File: src/rtl/var_delay_pipe_if.sv
// Bundle of data, handshake and configuration signals for var_delay_pipe.
// The master drives traffic and configuration; the slave is the delay line.
interface var_delay_pipe_if #(
  parameter int WIDTH    = 32,
  parameter int CHANNELS = 1,
  parameter int DELAY_W  = 5
);
  logic [DELAY_W-1:0]        cfg_delay;
  logic                      cfg_load;
  logic                      cfg_busy;
  logic [DELAY_W-1:0]        cur_delay;
  logic [CHANNELS-1:0]       in_valid;
  logic [CHANNELS*WIDTH-1:0] in_data;
  logic                      in_ready;
  logic [CHANNELS-1:0]       out_valid;
  logic [CHANNELS*WIDTH-1:0] out_data;
  logic [DELAY_W-1:0]        occupancy;

  modport master (
    output cfg_delay, cfg_load, in_valid, in_data,
    input  cfg_busy, cur_delay, in_ready, out_valid, out_data, occupancy
  );

  modport slave (
    input  cfg_delay, cfg_load, in_valid, in_data,
    output cfg_busy, cur_delay, in_ready, out_valid, out_data, occupancy
  );
endinterface

File: src/rtl/var_delay_pipe.sv
// Multi-lane delay line with runtime-programmable latency of 1..MAX_DELAY enabled cycles.
// Reprogramming drains in-flight traffic before the new latency takes effect.
module var_delay_pipe #(
  parameter int WIDTH         = 32,
  parameter int CHANNELS      = 1,
  parameter int MAX_DELAY     = 16,
  parameter int DEFAULT_DELAY = 4,
  parameter int DELAY_W       = $clog2(MAX_DELAY + 1)
) (
  input  logic             clk,
  input  logic             rst,
  input  logic             en,
  var_delay_pipe_if.slave  bus
);

  localparam int DEPTH = (MAX_DELAY > 1) ? MAX_DELAY - 1 : 1;
  localparam int PTR_W = (DEPTH > 1) ? $clog2(DEPTH) : 1;
  localparam int DW    = CHANNELS * WIDTH;

  typedef enum logic [1:0] {S_RUN, S_DRAIN, S_LOAD} state_e;

  function automatic logic [DELAY_W-1:0] clamp_delay(input logic [DELAY_W-1:0] req);
    if (req == '0) return DELAY_W'(1);
    if (req > DELAY_W'(MAX_DELAY)) return DELAY_W'(MAX_DELAY);
    return req;
  endfunction

  // Read pointer trails the write pointer by D-1 entries, modulo DEPTH.
  function automatic logic [PTR_W-1:0] rd_start(input logic [DELAY_W-1:0] d);
    logic [DELAY_W-1:0] dm1;
    dm1 = d - DELAY_W'(1);
    if (dm1 == '0 || dm1 >= DELAY_W'(DEPTH)) return '0;
    return PTR_W'(DELAY_W'(DEPTH) - dm1);
  endfunction

  function automatic logic [PTR_W-1:0] ptr_inc(input logic [PTR_W-1:0] p);
    return (p == PTR_W'(DEPTH - 1)) ? '0 : p + PTR_W'(1);
  endfunction

  state_e              state_q, state_d;
  logic [DELAY_W-1:0]  cur_delay_q, cur_delay_d;
  logic [DELAY_W-1:0]  pend_q, pend_d;
  logic [DELAY_W-1:0]  occ_q, occ_d;
  logic [PTR_W-1:0]    wr_ptr_q, wr_ptr_d;
  logic [PTR_W-1:0]    rd_ptr_q, rd_ptr_d;
  logic [CHANNELS-1:0] out_vld_q, out_vld_d;
  logic [DW-1:0]       out_dat_q, out_dat_d;

  logic [CHANNELS-1:0] buf_vld_q [DEPTH];
  logic [DW-1:0]       buf_dat_q [DEPTH];

  logic                in_ready;
  logic                bypass;
  logic                wr_en;
  logic                clr_buf;
  logic [CHANNELS-1:0] slot_vld;
  logic [CHANNELS-1:0] mv_vld;
  logic [DW-1:0]       mv_dat;

  assign in_ready = (state_q == S_RUN);
  assign slot_vld = bus.in_valid & {CHANNELS{in_ready}};
  // With D=1 the incoming slot goes straight into the output register.
  assign bypass   = (cur_delay_q == DELAY_W'(1));
  assign mv_vld   = bypass ? slot_vld    : buf_vld_q[rd_ptr_q];
  assign mv_dat   = bypass ? bus.in_data : buf_dat_q[rd_ptr_q];

  always_comb begin
    state_d     = state_q;
    cur_delay_d = cur_delay_q;
    pend_d      = pend_q;
    occ_d       = occ_q;
    wr_ptr_d    = wr_ptr_q;
    rd_ptr_d    = rd_ptr_q;
    out_vld_d   = out_vld_q;
    out_dat_d   = out_dat_q;
    wr_en       = 1'b0;
    clr_buf     = 1'b0;
    if (en) begin
      out_vld_d = mv_vld;
      out_dat_d = mv_dat;
      occ_d     = occ_q + DELAY_W'(|slot_vld) - DELAY_W'(|mv_vld);
      if (!bypass) begin
        wr_en    = 1'b1;
        wr_ptr_d = ptr_inc(wr_ptr_q);
        rd_ptr_d = ptr_inc(rd_ptr_q);
      end
      case (state_q)
        S_RUN: begin
          if (bus.cfg_load) begin
            pend_d  = clamp_delay(bus.cfg_delay);
            state_d = S_DRAIN;
          end
        end
        S_DRAIN: begin
          if (occ_q == '0) state_d = S_LOAD;
        end
        S_LOAD: begin
          cur_delay_d = pend_q;
          wr_ptr_d    = '0;
          rd_ptr_d    = rd_start(pend_q);
          occ_d       = '0;
          wr_en       = 1'b0;
          clr_buf     = 1'b1;
          state_d     = S_RUN;
        end
        default: state_d = S_RUN;
      endcase
    end
  end

  // Control and output register stage
  always_ff @(posedge clk or posedge rst) begin
    if (rst) begin
      state_q     <= S_RUN;
      cur_delay_q <= DELAY_W'(DEFAULT_DELAY);
      pend_q      <= DELAY_W'(DEFAULT_DELAY);
      occ_q       <= '0;
      wr_ptr_q    <= '0;
      rd_ptr_q    <= rd_start(DELAY_W'(DEFAULT_DELAY));
      out_vld_q   <= '0;
      out_dat_q   <= '0;
    end else begin
      state_q     <= state_d;
      cur_delay_q <= cur_delay_d;
      pend_q      <= pend_d;
      occ_q       <= occ_d;
      wr_ptr_q    <= wr_ptr_d;
      rd_ptr_q    <= rd_ptr_d;
      out_vld_q   <= out_vld_d;
      out_dat_q   <= out_dat_d;
    end
  end

  // Circular buffer stage: valid bits are cleared on reset and on reload, data is not
  always_ff @(posedge clk or posedge rst) begin
    if (rst) begin
      for (int i = 0; i < DEPTH; i++) buf_vld_q[i] <= '0;
    end else if (clr_buf) begin
      for (int i = 0; i < DEPTH; i++) buf_vld_q[i] <= '0;
    end else if (wr_en) begin
      buf_vld_q[wr_ptr_q] <= slot_vld;
    end
  end

  always_ff @(posedge clk) begin
    if (wr_en) buf_dat_q[wr_ptr_q] <= bus.in_data;
  end

  assign bus.in_ready  = in_ready;
  assign bus.cfg_busy  = (state_q != S_RUN);
  assign bus.cur_delay = cur_delay_q;
  assign bus.occupancy = occ_q;
  assign bus.out_valid = out_vld_q;
  assign bus.out_data  = out_dat_q;

endmodule

File: src/flat_wrapper.sv
// flat-port wrapper written by rule: the top's interface ports become plain ports
module var_delay_pipe_flat 
#(
  parameter int WIDTH         = 32,
  parameter int CHANNELS      = 1,
  parameter int MAX_DELAY     = 16,
  parameter int DEFAULT_DELAY = 4,
  parameter int DELAY_W       = $clog2(MAX_DELAY + 1)
)
  (clk, rst, en, bus_cfg_delay, bus_cfg_load, bus_in_valid, bus_in_data, bus_cfg_busy, bus_cur_delay, bus_in_ready, bus_out_valid, bus_out_data, bus_occupancy);
  var_delay_pipe_if #(.WIDTH(WIDTH), .CHANNELS(CHANNELS), .DELAY_W(DELAY_W)) bus_i ();
  input  logic clk;
  input  logic rst;
  input  logic en;
  input wire logic [$bits(bus_i.cfg_delay)-1:0] bus_cfg_delay;
  input wire logic [$bits(bus_i.cfg_load)-1:0] bus_cfg_load;
  input wire logic [$bits(bus_i.in_valid)-1:0] bus_in_valid;
  input wire logic [$bits(bus_i.in_data)-1:0] bus_in_data;
  output wire logic [$bits(bus_i.cfg_busy)-1:0] bus_cfg_busy;
  output wire logic [$bits(bus_i.cur_delay)-1:0] bus_cur_delay;
  output wire logic [$bits(bus_i.in_ready)-1:0] bus_in_ready;
  output wire logic [$bits(bus_i.out_valid)-1:0] bus_out_valid;
  output wire logic [$bits(bus_i.out_data)-1:0] bus_out_data;
  output wire logic [$bits(bus_i.occupancy)-1:0] bus_occupancy;
  assign bus_i.cfg_delay = bus_cfg_delay;
  assign bus_i.cfg_load = bus_cfg_load;
  assign bus_i.in_valid = bus_in_valid;
  assign bus_i.in_data = bus_in_data;
  assign bus_cfg_busy = bus_i.cfg_busy;
  assign bus_cur_delay = bus_i.cur_delay;
  assign bus_in_ready = bus_i.in_ready;
  assign bus_out_valid = bus_i.out_valid;
  assign bus_out_data = bus_i.out_data;
  assign bus_occupancy = bus_i.occupancy;
  var_delay_pipe #(.WIDTH(WIDTH), .CHANNELS(CHANNELS), .MAX_DELAY(MAX_DELAY), .DEFAULT_DELAY(DEFAULT_DELAY), .DELAY_W(DELAY_W)) u_core (.clk(clk), .rst(rst), .en(en), .bus(bus_i));
endmodule
File: config.mk
export PLATFORM = sky130hd
export DESIGN_NAME = var_delay_pipe_flat
export DESIGN_NICKNAME = d
export VERILOG_FILES = /design/src/rtl/var_delay_pipe_if.sv /design/src/rtl/var_delay_pipe.sv /design/src/flat_wrapper.sv
export SDC_FILE = /design/constraint.sdc
export NUM_CORES = 1
export LEC_CHECK = 0
export ABC_AREA = 1
export ABC_CLOCK_PERIOD_IN_PS = 4400
export CAP_MARGIN = 5
export CORE_MARGIN = 2
export CORE_UTILIZATION = 55
export DETAILED_ROUTE_END_ITERATION = 8
export PLACE_DENSITY = 0.71
export SLEW_MARGIN = 5
export SYNTH_ARGS = -nofsm -noshare
export SYNTH_HDL_FRONTEND = slang
export SYNTH_SLANG_ARGS = --single-unit
File: constraint.sdc
create_clock -name clk -period 4.4 [get_ports clk]
set_input_delay 0.44 -clock clk [delete_from_list [all_inputs] [get_ports clk]]
set_output_delay 0.44 -clock clk [all_outputs]
set_load 0.01 [all_outputs]
-- After elaboration in Yosys (flattened, before gate mapping)
Memories as Yosys holds them, arrays and structs flattened.
Index checks and enable logic that the tools add are counted.
Widths: inputs -> output; s select.
- multiply operators: 0
- bitwise logic cells: 3
- shift-type cells: 0
- eq/ne operators: 8
- reduce and logical (&&, ||, !) cells: 12
- div/mod/pow operators: 0
- magnitude comparators: 5
- add/sub/neg operators: 6
- muxes and demuxes: 45
- operators by type and width (cell ; number):
    $mux 32 ; 1
    $mux 4 ; 8
    $mux 15 ; 2
    $mux 5 ; 5
    $mux 1 ; 23
    $bwmux 15 ; 1
    $logic_not 5->1 ; 3
    $ge 5x5->1 const B ; 2
    $not 4->5 ; 2
    $add 4x1->4 const B ; 2
    $eq 4x4->1 const B ; 2
    $reduce_and 3->1 ; 2
    $add 5x1->5 ; 1
    $eq 5x1->1 const B ; 1
    $ge 5x4->1 const B ; 1
    $gt 5x5->1 const B ; 1
    $lt 5x1->1 const B ; 1
    $sub 5x1->5 ; 1
    $sub 5x1->5 const B ; 1
    $bmux 1 s4 ; 1
    $demux 1 s4 ; 1
    $mux 2 ; 2
    $ne 2x2->1 const B ; 2
    $pmux 2 s2 ; 1
    other kinds (10) ; 12
- memories: 1
- output and inout port bits: 45
- bits in read-only memories: 0
- RAM bits: 480
- logic and storage cells: 103
- latch bits: 0
- bits of input ports: 42
- register bits: 73
- memories (memory ; words ; width ; read ports ; clocked after Yosys merged registers in ; write ports ; RTL line ; text):
    u_core.buf_dat_q ; 15 ; 32 ; 1 ; 0 ; 1 ; var_delay_pipe.sv:50 ; logic [DW-1:0] buf_dat_q [DEPTH];

-- Depth between registers and ports, before layout
- depth after elaboration: 11
- gate-level depth with buffers: 22
- mapped depth without buffers: 20

-- Worst setup path before layout
Ideal clock, no wire load.
- path type: reg-to-reg
- from: register u_core.cur_delay_q[2] (netlist: u_core.bus.cur_delay[2])
- to: memory u_core.buf_dat_q[11][0] in the netlist's numbering (enable)
- library setup time: 461 ps
- clock period less this slack: 3951 ps
- arrival time: 3490 ps
- path slack: 449 ps
- buffers on the path: 1
- required time: 3939 ps
- stages on the path, launching flop included: 8
- cell sequence: dfstp_2 nor2_1 nand3_1 nand2_1 nor2_1 inv_1 buf_2 nor3_1
- longest elaborated chain between the ends: 6
- RTL lines (item ; RTL line ; text):
    start, declared ; var_delay_pipe.sv:41 ; logic [DELAY_W-1:0] cur_delay_q, cur_delay_d;
    start signal, assigned ; var_delay_pipe.sv:115 ; cur_delay_q <= DELAY_W'(DEFAULT_DELAY);
    start signal, assigned ; var_delay_pipe.sv:124 ; cur_delay_q <= cur_delay_d;
    $eq 5x1->1 ; var_delay_pipe.sv:63 ; assign bypass = (cur_delay_q == DELAY_W'(1));
    $mux 1 ; var_delay_pipe.sv:82 ; if (!bypass) begin
    $mux 1 ; var_delay_pipe.sv:87 ; case (state_q)
    $mux 1 ; var_delay_pipe.sv:78 ; if (en) begin
    $mux 1 ; var_delay_pipe.sv:146 ; if (wr_en) buf_dat_q[wr_ptr_q] <= bus.in_data;
    $mux 1 (implied by the code) ; var_delay_pipe.sv:146 ;
    end, declared ; var_delay_pipe.sv:50 ;
Every way passes these cells.

-- Final worst setup path
- from: register u_core.rd_ptr_q[0]
- to: register u_core.occ_q[4] (netlist: u_core.bus.occupancy[4])
- longest elaborated chain between the ends: 7
- RTL lines (item ; RTL line ; text):
    start, declared ; var_delay_pipe.sv:45 ; logic [PTR_W-1:0] rd_ptr_q, rd_ptr_d;
    start signal, assigned ; var_delay_pipe.sv:119 ; rd_ptr_q <= rd_start(DELAY_W'(DEFAULT_DELAY));
    start signal, assigned ; var_delay_pipe.sv:128 ; rd_ptr_q <= rd_ptr_d;
    $not 4->5 (implied by the code) ; var_delay_pipe.sv:64 ; assign mv_vld = bypass ? slot_vld : buf_vld_q[rd_ptr_q];
    $bmux 1 s4 ; var_delay_pipe.sv:64 ;
    $mux 1 (implied by the code) (2 in series) ; var_delay_pipe.sv:64 ;
    $mux 1 ; var_delay_pipe.sv:64 ;
    net u_core.mv_vld ; var_delay_pipe.sv:57 ; logic [CHANNELS-1:0] mv_vld;
    $sub 5x1->5 ; var_delay_pipe.sv:81 ; occ_d = occ_q + DELAY_W'(|slot_vld) - DELAY_W'(|mv_vld);
    $mux 5 ; var_delay_pipe.sv:87 ;
    end signal, assigned ; var_delay_pipe.sv:117 ; occ_q <= '0;
    end signal, assigned ; var_delay_pipe.sv:126 ; occ_q <= occ_d;
    end, declared ; var_delay_pipe.sv:43 ; logic [DELAY_W-1:0] occ_q, occ_d;
The timed path passes the listed nets, and every way through them passes these cells. The select of a mux whose other input is x is not followed.
A chain may end at the register's enable or synchronous reset.

==> metrics <==
share of layout cells above drive strength 1 roughly 7.4%; origin of the critical flop-to-flop path u_core.rd_ptr_q[0]; Final Core Density 63.44%; worst-path cell chain buf_4 -> nand2_1 -> nand2_1 -> nand2_1 -> nand2_1 -> nand2_1 -> nand2_1 -> inv_1 -> a21oi_1 -> ha_1 -> inv_1 -> ha_1 -> inv_1 -> fa_1 -> inv_1 -> a21oi_1 -> nor2_1 -> nor2_1 -> xor2_1 -> o21ai_0; Starting Density 55.37%; setup_tns 0 ps; CTS max path bufs 3; worst vdd ir 0.4613 mV; worst path bufs/invs 5; Crit. End Element register; fin crit period ~3600 ps; EDFF count, synth 480; core area 0.04289 mm^2; sequential area share after synthesis 68.42%; Power Dens Cells 664.4 mW/mm^2; drt wl/cell 19.75 um; Register Area about 0.016 mm^2; Skew-Pair Late Insertion Delay 620 ps; Pleak 11.08 nW; FMAX 0.2816 GHz; Main synth FF type edfxtp_1; Synth top area share 60.71%; placed wire-length estimate 31880 um; multi-input logic area 0.006153 mm^2; post-CTS setup buffer count 0; WP data arrival 4080 ps; Iter 0 DRT Violations between 2000 and 2500; Ys Warns 0; initial antenna violation count 1; Critical path origin u_core.rd_ptr_q[0]; fin nets 2448; Worst Max-Slew Pin Slew 1152 ps; Ports between 80 and 90; Startpoint Class register; DRC violation count after routing 0; Vias/cell about 5.5; worst hold path type in2async; Hold Vio Cnt, Final 0; die area 0.04485 mm^2; die width 211.8 um; syn_nets 2368; largest cells by area after synthesis edfxtp_1, nand2_1, dfrtp_1, nor2_1, nand3_1; crit-path most repeated cell nand2_1; # rows 76; required time worst endpoint 4930 ps; area delta synth->final 14.58%; max_slew headroom 23.14%; Detailed Route WL 59850 um; total inserted antenna cells 0; CP Class reg2reg; vias in the first global route 15920; Num CTS Buffers 57; cell depth of the worst setup path 20; CTS root buf clkbuf_16; GRT overflow 0; CTS tree built; routed via count 16700; worst-case clock skew 17.90 ps; Crit path max-delay family buffers and inverters; H-tree levels 2; synthesized flop and latch total between 500 and 600; Tot GR Track Use 27.33%; post-synthesis cell count around 2300; largest net degree at the start of global routing 97; syn avg cell area 10.25 um^2; Async S/R FF share, synth 13.20%; RSZ-0062 raised after global routing false; Tcrit/Tclk final 80.72%; drt first pass iters 7; Port-buffer cells 86; first-pass GRT wire length 92010 um; max-slew violation count 0; Fillers 3298; crit path max fanout 54; register clock-pin slew on the reported worst setup and hold paths ~70 ps; maxcap violations 0; most common cell after layout, fill and taps aside nand2_1; Syn Std Cell Area ~0.024 mm^2; Yosys top cell by area edfxtp_1; slowest stage delay, CP 630 ps; commonest non-fill, non-tap cells in the layout nand2_1, edfxtp_1, nor2_1, inv_1, nand3_1; antenna viol nets, final 0; GP Congestion 0.8713; status completed; number of hold buffers added after CTS 0; endpoints failing setup 0; Post-CTS Resized 0; Die Y-Extent 211.8 um; R2R cell count 20; Netlist cell types 36; # clock sinks 553; Slowest-stage cell, CP dfrtp_4
-- flip-flops by register name (all words and copies together), names as in the netlist --
register              flops
u_core.bus.out_data      32
u_core.wr_ptr_q           4
u_core.bus.occupancy      5
u_core.buf_vld_q         15
u_core.bus.out_valid      1
u_core.rd_ptr_q           4
u_core.bus.cur_delay      5
u_core.pend_q             5
u_core.buf_dat_q        480
u_core.state_q            2
-- final timing paths --
kind,end,slack (ps)
max,u_core.bus.occupancy[4],850
min,u_core.bus.occupancy[3],320
max reg2reg,u_core.bus.occupancy[4],850
min reg2reg,u_core.bus.out_data[2],480
max in group asynchronous,u_core.rd_ptr_q[1],2980
min in group clk,u_core.pend_q[2],390
-- power breakdown --
group	total (W)	switching, W	internal [W]
Clock	0.00506	0.00200	0.00307
Combinational	0.00617	0.00420	0.00197
Sequential	0.00684	0.000408	0.00643
-- Yosys cell counts (all sizes together), types with 2 or more instances --
| library cell | n |
|---|---|
| inv | 219 |
| o211ai | 4 |
| clkbuf | 27 |
| o22ai | 10 |
| nand4 | 17 |
| buf | 85 |
| nand3 | 173 |
| nand2 | 729 |
| nor3 | 16 |
| xnor2 | 2 |
| or2 | 8 |
| edfxtp | 480 |
| clkinv | 2 |
| dfrtp | 69 |
| xor2 | 4 |
| ha | 8 |
| a21oi | 62 |
| o21ai | 100 |
| dfstp | 4 |
| nor2 | 292 |
-- final cells by class --
| class | instances | share of cell area (%) |
|---|---|---|
| clock buffers | 85 | 6.071 |
| clock inverters | 23 | 1.274 |
| inverters | 221 | 3.072 |
| multi-input cells | 1431 | 22.62 |
| flip-flops and latches | 553 | 59.74 |
| well taps | 585 | 2.690 |
| repair buffers | 133 | 4.535 |
-- per-layer routing --
layer  share of wire, %  global-route usage (%)
met1                 43                   39.48
met2                 46                   43.13
met3                8.2                   3.709
met4                2.7                   9.398
met5              0.020                       0
-- logic make-up after synthesis --
kind of cell / share of synthesized area [%]
flops: 68.42
simple gates: 20.90
xor+xnor: 0.2213
buf+inv: 6.023
compound gates: 3.931
fa+ha+maj: 0.5059
-- stage by stage --
| stage | instances | setup WS [ps] | power, W | cell area (um^2) | hold slack [ps] |
|---|---|---|---|---|---|
| finish | 3031 | 848.5 | 0.01808 | 27210 | 319.3 |
| global route | 3031 | 583.6 | 0.01909 | 27210 | 373.9 |
| CTS | 3031 | 835.0 | 0.01812 | 27210 | 308.7 |
| detailed placement | 2923 | 850.9 | 0.01303 | 25210 | 465.3 |
| global placement | 2923 | 926.3 | 0.01289 | 25210 | 465.8 |
| floorplan | 2317 | 449.3 | 0.01103 | 23740 | 453.4 |
No activity file was read; power rests on OpenSTA's default activity.
